<file path="config.mk">
export PLATFORM = sky130hd
export DESIGN_NAME = serial_subtractor_nb_flat
export DESIGN_NICKNAME = d
export VERILOG_FILES = /design/src/rtl/serial_subtractor_nb_if.sv /design/src/rtl/serial_subtractor_nb.sv /design/src/flat_wrapper.sv
export SDC_FILE = /design/constraint.sdc
export NUM_CORES = 1
export LEC_CHECK = 0
export CORE_MARGIN = 2
export CORE_UTILIZATION = 30
export DETAILED_ROUTE_END_ITERATION = 10
export PLACE_DENSITY_LB_ADDON = 0.1
export SYNTH_ARGS = -nofsm -noshare
export SYNTH_HDL_FRONTEND = slang
export SYNTH_SLANG_ARGS = --single-unit
export TNS_END_PERCENT = 5
</file>
<file path="constraint.sdc">
create_clock -name Clk -period 2.2 [get_ports Clk]
set_input_delay 0.22 -clock Clk [delete_from_list [all_inputs] [get_ports Clk]]
set_output_delay 0.22 -clock Clk [all_outputs]
set_load 0.01 [all_outputs]
</file>
<file path="src/rtl/serial_subtractor_nb_if.sv">
// Operand/result bundle for the bit-serial subtractor.
// Handshake: Start is sampled only while idle; Busy marks the WIDTH shift cycles and Done pulses once when Diff/Bout/Ovf update.
interface serial_subtractor_nb_if #(
    parameter int WIDTH = 4
);
    logic             Start;
    logic [WIDTH-1:0] A;
    logic [WIDTH-1:0] B;
    logic             Bin;
    logic             Busy;
    logic             Done;
    logic [WIDTH-1:0] Diff;
    logic             Bout;
    logic             Ovf;
    logic [1:0]       state_dbg;

    modport master (
        output Start, A, B, Bin,
        input  Busy, Done, Diff, Bout, Ovf, state_dbg
    );

    modport slave (
        input  Start, A, B, Bin,
        output Busy, Done, Diff, Bout, Ovf, state_dbg
    );
endinterface

</file>
<file path="src/rtl/serial_subtractor_nb.sv">
// Bit-serial LSB-first subtractor: one full-subtractor cell plus a borrow flop
// computes A - B - Bin over WIDTH cycles; results are held until the next Done.
module serial_subtractor_nb #(
    parameter int WIDTH = 4
) (
    input  logic                 Clk,
    input  logic                 Reset,
    serial_subtractor_nb_if.slave bus
);
    localparam int CW = $clog2(WIDTH) + 1;
    localparam logic [CW-1:0] LAST = CW'(WIDTH - 1);

    typedef enum logic [1:0] {
        IDLE  = 2'd0,
        SHIFT = 2'd1,
        DONE  = 2'd2
    } state_t;

    state_t           state;
    logic [WIDTH-1:0] a_sr;
    logic [WIDTH-1:0] b_sr;
    logic [WIDTH-1:0] res;
    logic             r;
    logic [CW-1:0]    cnt;
    logic             a_msb;
    logic             b_msb;
    logic             busy;
    logic             done;
    logic [WIDTH-1:0] diff;
    logic             bout;
    logic             ovf;

    logic             d;
    logic             r_next;
    logic [WIDTH-1:0] res_next;

    always_comb begin
        d        = a_sr[0] ^ b_sr[0] ^ r;
        r_next   = (~a_sr[0] & b_sr[0]) | (~(a_sr[0] ^ b_sr[0]) & r);
        res_next = {d, res[WIDTH-1:1]};
    end

    always_ff @(posedge Clk) begin
        if (Reset) begin
            state <= IDLE;
            a_sr  <= '0;
            b_sr  <= '0;
            res   <= '0;
            r     <= 1'b0;
            cnt   <= '0;
            a_msb <= 1'b0;
            b_msb <= 1'b0;
            busy  <= 1'b0;
            done  <= 1'b0;
            diff  <= '0;
            bout  <= 1'b0;
            ovf   <= 1'b0;
        end else begin
            case (state)
                IDLE: begin
                    done <= 1'b0;
                    if (bus.Start) begin
                        a_sr  <= bus.A;
                        b_sr  <= bus.B;
                        r     <= bus.Bin;
                        res   <= '0;
                        cnt   <= '0;
                        a_msb <= bus.A[WIDTH-1];
                        b_msb <= bus.B[WIDTH-1];
                        busy  <= 1'b1;
                        state <= SHIFT;
                    end
                end
                SHIFT: begin
                    res  <= res_next;
                    r    <= r_next;
                    a_sr <= a_sr >> 1;
                    b_sr <= b_sr >> 1;
                    cnt  <= cnt + 1'b1;
                    // The final bit is folded straight into the held outputs on this edge.
                    if (cnt == LAST) begin
                        diff  <= res_next;
                        bout  <= r_next;
                        ovf   <= (a_msb != b_msb) && (res_next[WIDTH-1] != a_msb);
                        busy  <= 1'b0;
                        done  <= 1'b1;
                        state <= DONE;
                    end
                end
                DONE: begin
                    done  <= 1'b0;
                    state <= IDLE;
                end
                default: begin
                    busy  <= 1'b0;
                    done  <= 1'b0;
                    state <= IDLE;
                end
            endcase
        end
    end

    assign bus.Busy      = busy;
    assign bus.Done      = done;
    assign bus.Diff      = diff;
    assign bus.Bout      = bout;
    assign bus.Ovf       = ovf;
    assign bus.state_dbg = state;
endmodule

</file>
<file path="src/flat_wrapper.sv">
// flat-port wrapper written by rule: the top's interface ports become plain ports
module serial_subtractor_nb_flat 
#(
    parameter int WIDTH = 4
)
  (Clk, Reset, bus_Start, bus_A, bus_B, bus_Bin, bus_Busy, bus_Done, bus_Diff, bus_Bout, bus_Ovf, bus_state_dbg);
  serial_subtractor_nb_if #(.WIDTH(WIDTH)) bus_i ();
  input  logic Clk;
  input  logic Reset;
  input wire logic [$bits(bus_i.Start)-1:0] bus_Start;
  input wire logic [$bits(bus_i.A)-1:0] bus_A;
  input wire logic [$bits(bus_i.B)-1:0] bus_B;
  input wire logic [$bits(bus_i.Bin)-1:0] bus_Bin;
  output wire logic [$bits(bus_i.Busy)-1:0] bus_Busy;
  output wire logic [$bits(bus_i.Done)-1:0] bus_Done;
  output wire logic [$bits(bus_i.Diff)-1:0] bus_Diff;
  output wire logic [$bits(bus_i.Bout)-1:0] bus_Bout;
  output wire logic [$bits(bus_i.Ovf)-1:0] bus_Ovf;
  output wire logic [$bits(bus_i.state_dbg)-1:0] bus_state_dbg;
  assign bus_i.Start = bus_Start;
  assign bus_i.A = bus_A;
  assign bus_i.B = bus_B;
  assign bus_i.Bin = bus_Bin;
  assign bus_Busy = bus_i.Busy;
  assign bus_Done = bus_i.Done;
  assign bus_Diff = bus_i.Diff;
  assign bus_Bout = bus_i.Bout;
  assign bus_Ovf = bus_i.Ovf;
  assign bus_state_dbg = bus_i.state_dbg;
  serial_subtractor_nb #(.WIDTH(WIDTH)) u_core (.Clk(Clk), .Reset(Reset), .bus(bus_i));
endmodule
</file>
---- Word-level counts from Yosys, hierarchy flattened ----
Cells that the tools add are included.
word-level totals
  memory bits (writable) .................. 0
  latch bits .............................. 0
  memories ................................ 0
  output and inout bits ................... 10
  ROM bits ................................ 0
  word-level logic and storage cells ...... 55
  bits in registers ....................... 28
  bits of input ports ..................... 12
cells by class
  multiplexer cells ....................... 16
  equality and inequality tests ........... 7
  divide/modulo/power cells ............... 0
  multipliers ............................. 0
  reductions and logical operators ........ 9
  $add $sub $neg .......................... 1
  magnitude comparators ................... 0
  shift operators ......................... 0
  bitwise gates (word level) .............. 9
operators by type and width
  cell                                                              number
  4-bit one-hot mux with 2 select lines                             3
  4-bit 2-to-1 mux                                                  3
  2-bit AND reduction                                               4
  3-bit one-hot mux with 2 select lines                             1
  2-bit 2-to-1 mux                                                  2
  1-bit NOT                                                         4
  2-bit one-hot mux with 2 select lines                             1
  3-bit by 1-bit adder with 3-bit output (second input constant)    1
  3-bit by 2-bit == test with 1-bit output (second input constant)  1
  1-bit 2-to-1 mux                                                  3
  3-bit 2-to-1 mux                                                  1
  1-bit one-hot mux with 3 select lines                             1
  3-bit AND reduction                                               1
  1-bit AND                                                         2
  2-bit by 1-bit == test with 1-bit output (second input constant)  1
  2-bit == test (second input constant)                             1
  2-bit zero test                                                   1
  1-bit != test                                                     2
  2-bit by 1-bit != test with 1-bit output (second input constant)  1
  2-bit != test (second input constant)                             1
  1-bit one-hot mux with 2 select lines                             1
  2-bit nonzero test                                                1
  2-bit OR reduction                                                1
  1-bit XOR                                                         2
  2 further kinds                                                   2

---- Logic depth before layout (Yosys ltp) ----
Gate-level depths: netlist (run 1).
  word-level depth ........................ 5
  depth in mapped cells ................... 6
  mapped depth without buffers ............ 5

---- Least setup slack after synthesis (run 1) ----
No wires, ideal clock.
  kind .................................... flip-flop to flip-flop
  start point ............................. register u_core.cnt[0]
  end point ............................... register u_core.diff[3], in the netlist u_core.bus.Diff[3]
  slack ................................... 0.849 ns
  data required time ...................... 2.072 ns
  arrival ................................. 1.223 ns
  clock period less this slack ............ 1.351 ns
  setup time .............................. 0.128 ns
  buffers on the path ..................... 1
  stages on the path, launching flop included .. 7
  cell sequence ........................... dfxtp_1 > ha_1 > ha_1 > buf_2 > nand3b_1 > mux2i_1 > nor2_1
on the way
  cells in the longest elaborated chain, start to end .. 2
RTL lines
  item                                      line                        text
  start: declaration                        serial_subtractor_nb.sv:24  logic [CW-1:0] cnt;
  start signal: assignment                  serial_subtractor_nb.sv:79  cnt <= cnt + 1'b1;
  3-bit by 2-bit == test with 1-bit output  serial_subtractor_nb.sv:81  if (cnt == LAST) begin
  2-bit AND reduction (no line)             n/a
  end signal: assignment                    serial_subtractor_nb.sv:82  diff <= res_next;
  end: declaration                          serial_subtractor_nb.sv:29  logic [WIDTH-1:0] diff;
No other way between the ends.
A chain may end at the register's enable or synchronous reset.

---- Final worst setup path (run 1) ----
  start point ............................. register u_core.state[0], in the netlist u_core.bus.state_dbg[0]
  end point ............................... output bus_state_dbg[0]
RTL lines
  item                      line                        text
  start: declaration        serial_subtractor_nb.sv:19  state_t state;
  start signal: assignment  serial_subtractor_nb.sv:45  state <= IDLE;
  start signal: assignment  serial_subtractor_nb.sv:71  state <= SHIFT;
  start signal: assignment  serial_subtractor_nb.sv:87  state <= DONE;
  end: declaration          flat_wrapper.sv:19          output wire logic [$bits(bus_i.state_dbg)-1:0] bus_state_dbg;
No word-level cell between the ends.

==> flow_summary.ini, run 1 <==
[status]
status = finished, final reports clean

[yosys]
yosysMostFrequentCell = dfxtp_1
seq_area_frac_synth_pct = 46.2
postSynthAreaPerCell_um2 = 9.67
synth_fp_nets = 136
synth_common_cells = dfxtp_1, nor2_1, a21oi_1, mux2i_1, nand2_1
async_flop_share_pct = 0
netlist_top_cells_area = dfxtp_1, mux2i_1, a21oi_1
ys_types = 26
synthCells = 121
ys_seq_elements = 27
ys_dominant_reg_cell = dfxtp_1
syn_area_um2 = 1170
yosys_warnings = 0
synth_top_cell_by_area = dfxtp_1
synth_edf_count = 0
yosysTopAreaCellShare_pct = 46.2

[worst_setup_path]
critPathMaxFanout = 10
critPathKind = reg -> out
cp_top_family = buffers and inverters
crit_slowest_cell = clkdlybuf4s50_1
critPathCaptureType = primary output
cp-startpoint = u_core.bus.state_dbg[0]
r2r.worst_path.cells = 5
cp.arrival_ns = 1.48
reg2reg_slack_ns = 0.67
worstSetupStartpointType = flip-flop
cpPeakStageDelay_ns = 0.62
cp_num_cells = 1
r2r-start = u_core.cnt[0]
required_ns = 1.98
reg2reg_to = u_core.bus.Ovf
path_buf_inv = 1
crit_chain = clkdlybuf4s50_1
crit_path_end = bus_state_dbg[0]

[cts]
cts_tree = yes
clk_pin_slew_ns = 0.09
cts_max_path_buffers = 2
cts_setup_buffers = 0
ctsResizeCount = 0
cts_max_level = 1
insertion_delay_ns = 0.27
cts_sinks = 27
numCtsBuffers = 3
postCtsHoldBufs = 0
cts_root_buf = clkbuf_8

[placed_design]
io_buffers = 21
dp.cells = 184
dp_hpwl_mm = 1.58
gp_congestion = 0.678

[detailed_routing]
vias = 880
drt-total-wl_mm = 2.22
vias_per_cell = 4.68
wl_per_cell_um = 11.8
drc = 0
ant_nets = 0
drtIter0Drc = 46
dr.pass1.iters = 4

[power]
ir_worst_vdd_uv = 343
power.total_mw = 0.949
powerDensity_nw_per_um2 = 660
p_leak_nw = 0.522

[final_layout]
synthToLayoutAreaGrowth_pct = 23.0
utilization_pct = 38.7
drive_above_1_share_pct = 11.4
nets = 156
num_antenna_cells = 0
final_cells = 188

[floorplan]
start_util_pct = 31.5
row_count = 22
die-area_um2 = 4410
die_h_um = 66.4
num_io_pins = 22
dieWidth_um = 66.4
fp.coreArea_um2 = 3720

[grt]
grt.met3_usage_pct = 3.58
grt.met1_usage_pct = 14.7
met2_usage_pct = 17.5
grt_pass1_wl_mm = 3.73
grt_max_degree = 28
antenna_found_initial = 0
grt_pass1_vias = 794
grt_usage_pct = 11.3
grt.overflow.total = 0
grt.busiest_layer = met2

[sta]
slew_viol_final = 0
max_freq_mhz = 589
setup-violations-final = 0
finClkSkew_ns = 0.00484
maxSlewHeadroom_pct = 65.8
worst_pin_slew_ns = 0.512
hold_viol_final = 0
fin_hold_ws_ns = 0.457
fin_crit_ns = 1.70
min_period_over_period_pct = 77.1
fin_tns_setup_ns = 0
rsz0062_at_grt = no

[min_path]
min_path_type = reg -> reg

[flow_run]
maxCapViolCount = 0
## through the flow
stage	setup WS (ns)	instance area, µm²
final	0.503	1440
after global routing	0.383	1440
after CTS	0.464	1440
after detailed placement	0.645	1390
after global placement	0.645	1390
after floorplan	0.849	1170
## where the power goes
group          switching [mW]  leakage (nW)  internal [mW]  total [mW]
sequential             0.0193         0.221          0.513       0.532
clock                   0.151        0.0255          0.127       0.278
combinational          0.0685         0.275         0.0709       0.139
total                   0.239         0.522          0.710       0.949
## worst min path at each step
stage / from / end / slack (ns) / cells after the start
2_1_floorplan: bus_A[3] / u_core.a_msb / 0.38 / 2
3_3_place_gp: u_core.bus.Diff[1] / u_core.bus.Diff[1] / 0.45 / 2
3_5_place_dp: u_core.bus.Diff[0] / u_core.bus.Diff[0] / 0.45 / 2
4_1_cts: u_core.bus.Diff[0] / u_core.bus.Diff[0] / 0.46 / 2
5_1_grt: u_core.bus.Diff[0] / u_core.bus.Diff[0] / 0.49 / 2
6_report: u_core.bus.Diff[0] / u_core.bus.Diff[0] / 0.46 / 2
## layout by cell type (no fill, tap or decap), drive strengths merged, types with 4 or more instances in the layout
| master | Yosys | layout |
|---|---|---|
| nor2 | 17 | 17 |
| mux2i | 8 | 8 |
| a21oi | 11 | 11 |
| o21ai | 4 | 4 |
| nand3 | 4 | 4 |
| dfxtp | 27 | 27 |
| inv | 6 | 6 |
| clkdlybuf4s50 | 0 | 21 |
| a211oi | 8 | 8 |
| a22oi | 5 | 5 |
| nand2 | 7 | 7 |
## worst min-delay path: cells and delay by family, from the launching register on
kind            cells  cell delay [ns]
compound gates      1             0.05
simple gates        1             0.05
flops               1             0.32
## logic make-up after synthesis
group	count (synthesis)	synth area share, %
AOI/OAI and AO/OA	33	20.6
adders and majority gates	3	3.85
buffers and inverters	14	7.27
DFF	27	46.2
muxes	8	6.85
and+or+nand+nor	36	15.2
## layer usage
metal / share of wire (%) / up-vias
met2: 46 / 18
met1: 49 / 397
li1: - / 463
met4: 0.90 / 0
met3: 4.6 / 2
met5: 0 / -
## state kept, by name (all words and copies together) (netlist names)
signal	cells
u_core.r	1
u_core.b_sr	4
u_core.res	3
u_core.a_msb	1
u_core.cnt	3
u_core.b_msb	1
u_core.bus.state_dbg	2
u_core.bus.Done	1
u_core.bus.Diff	4
u_core.bus.Ovf	1
u_core.a_sr	4
u_core.bus.Busy	1
u_core.bus.Bout	1
## final cells by class
cell class                 count  area (µm²)
tap                           48        60.1
clock inverter                 1        5.00
clock buffer                   3        41.3
inverter                       6        22.5
multi-input combinational     80         544
fill                         379        2280
timing repair buffer          23         225
sequential                    27         541
(Power assumes the default switching activity.)
==> run 2: changes to the inputs <==
==> constraint.sdc (replaced) <==
create_clock -name Clk -period 1.4 [get_ports Clk]
set_input_delay 0.14 -clock Clk [delete_from_list [all_inputs] [get_ports Clk]]
set_output_delay 0.14 -clock Clk [all_outputs]
set_load 0.01 [all_outputs]
==> flow_summary.ini, run 2 (synthesis results as in run 1) <==
[status]
status = finished, final reports clean

[sta]
setup_slack_ns = 0.0113
slew_viol_final = 0
fin_tns_setup_ns = 0
rsz0062_at_grt = yes
hold_viol_final = 0
min_period_over_period_pct = 99.2
setup-violations-final = 0
finClkSkew_ns = 0.00737
worst_pin_slew_ns = 0.196
max_freq_mhz = 720
fin_crit_ns = 1.39
maxSlewHeadroom_pct = 86.5

[detailed_routing]
vias_per_cell = 4.67
vias = 911
drt-total-wl_mm = 2.38
drc = 0
dr.pass1.iters = 4
wl_per_cell_um = 12.2
ant_nets = 0
drtIter0Drc = 23

[final_layout]
final_cells = 195
layout_commonest_cell = dfxtp_1
drive_above_1_share_pct = 18.4
fin_area_um2 = 1520
num_antenna_cells = 0
mostFrequentLayoutCells = dfxtp_1, clkdlybuf4s50_1, nor2_1
nets = 163
synthToLayoutAreaGrowth_pct = 29.7

[floorplan]
row_count = 22
num_io_pins = 22
fp.coreArea_um2 = 3720
dieWidth_um = 66.4
die-area_um2 = 4410
start_util_pct = 31.5
die_h_um = 66.4

[power]
ir_worst_vdd_uv = 623
powerDensity_nw_per_um2 = 1000
p_leak_nw = 0.591
power.total_mw = 1.52

[cts]
cts_tree = yes
cts_root_buf = clkbuf_8
numCtsBuffers = 3
cts_sinks = 27
postCtsHoldBufs = 0
cts_max_level = 1
insertion_delay_ns = 0.28
cts_max_path_buffers = 2
clk_pin_slew_ns = 0.10

[grt]
grt_max_degree = 28
grt_pass1_vias = 888
grt_usage_pct = 12.0
grt_pass1_wl_mm = 3.97
antenna_found_initial = 0
grt.overflow.total = 0

[worst_setup_path]
critPathKind = reg -> reg
cp.arrival_ns = 1.58
worstSetupStartpointType = flip-flop
critPathCaptureType = flip-flop
required_ns = 1.60
critPathMaxFanout = 4

[placed_design]
io_buffers = 21
gp_congestion = 0.695
dp_hpwl_mm = 1.68
dp.cells = 189
pre_cts_slack_ns = -0.0192
place_area_um2 = 1440

[min_path]
min_path_type = in -> reg

[flow_run]
maxCapViolCount = 0
## run 2: per-layer routing
metal | share of wire [%] | global-route usage, % | vias up
li1 | - | - | 472
met1 | 44 | 14.0 | 416
met2 | 48 | 20.1 | 19
met3 | 5.9 | 3.92 | 4
met4 | 1.6 | 4.59 | 0
met5 | 0 | 0 | -
## run 2: layout make-up
type / count / area (µm²)
fillers: 398 / 2200
multi-input cells: 80 / 547
flip-flops and latches: 27 / 546
repair buffers: 30 / 294
well taps: 48 / 60.1
clock buffers: 3 / 41.3
inverters: 6 / 22.5
clock inverters: 1 / 7.51
## run 2: critical path, cell delays in order, from the launching register on
cell      delay [ns]
dfxtp_2         0.34
inv_2           0.04
fa_1            0.59
nand3b_1        0.09
a211oi_1        0.24
## run 2: what timing repair did
action                                  CTS  global route
pin swaps                                 1             4
setup buffers                             0             2
endpoints found under the setup margin    4             4
gates resized for setup                   4             4
## run 2: metrics by stage
step                utilization, %  hold slack (ns)
detailed placement            38.8            0.446
global route                  40.8            0.463
finish                        40.8            0.447
floorplan                        -            0.299
global placement              38.8            0.447
CTS                           40.3            0.441
## run 2: final timing paths
check / slack (ns) / endpoint / cells after the start / startpoint
hold reg to reg: 0.46 / u_core.bus.Diff[1] / 2 / u_core.bus.Diff[1]
setup reg to reg: 0.01 / u_core.bus.Ovf / 4 / u_core.b_sr[0]
hold / removal: 0.45 / u_core.b_msb / 3 / bus_B[3]
setup / recovery: 0.01 / u_core.bus.Ovf / 4 / u_core.b_sr[0]
## run 2: report_power, final
group / total [mW] / leakage, nW / switching, mW / internal, mW
registers: 0.827 / 0.222 / 0.0230 / 0.804
clock network: 0.455 / 0.0217 / 0.252 / 0.202
logic: 0.242 / 0.347 / 0.118 / 0.124
total: 1.52 / 0.591 / 0.393 / 1.13
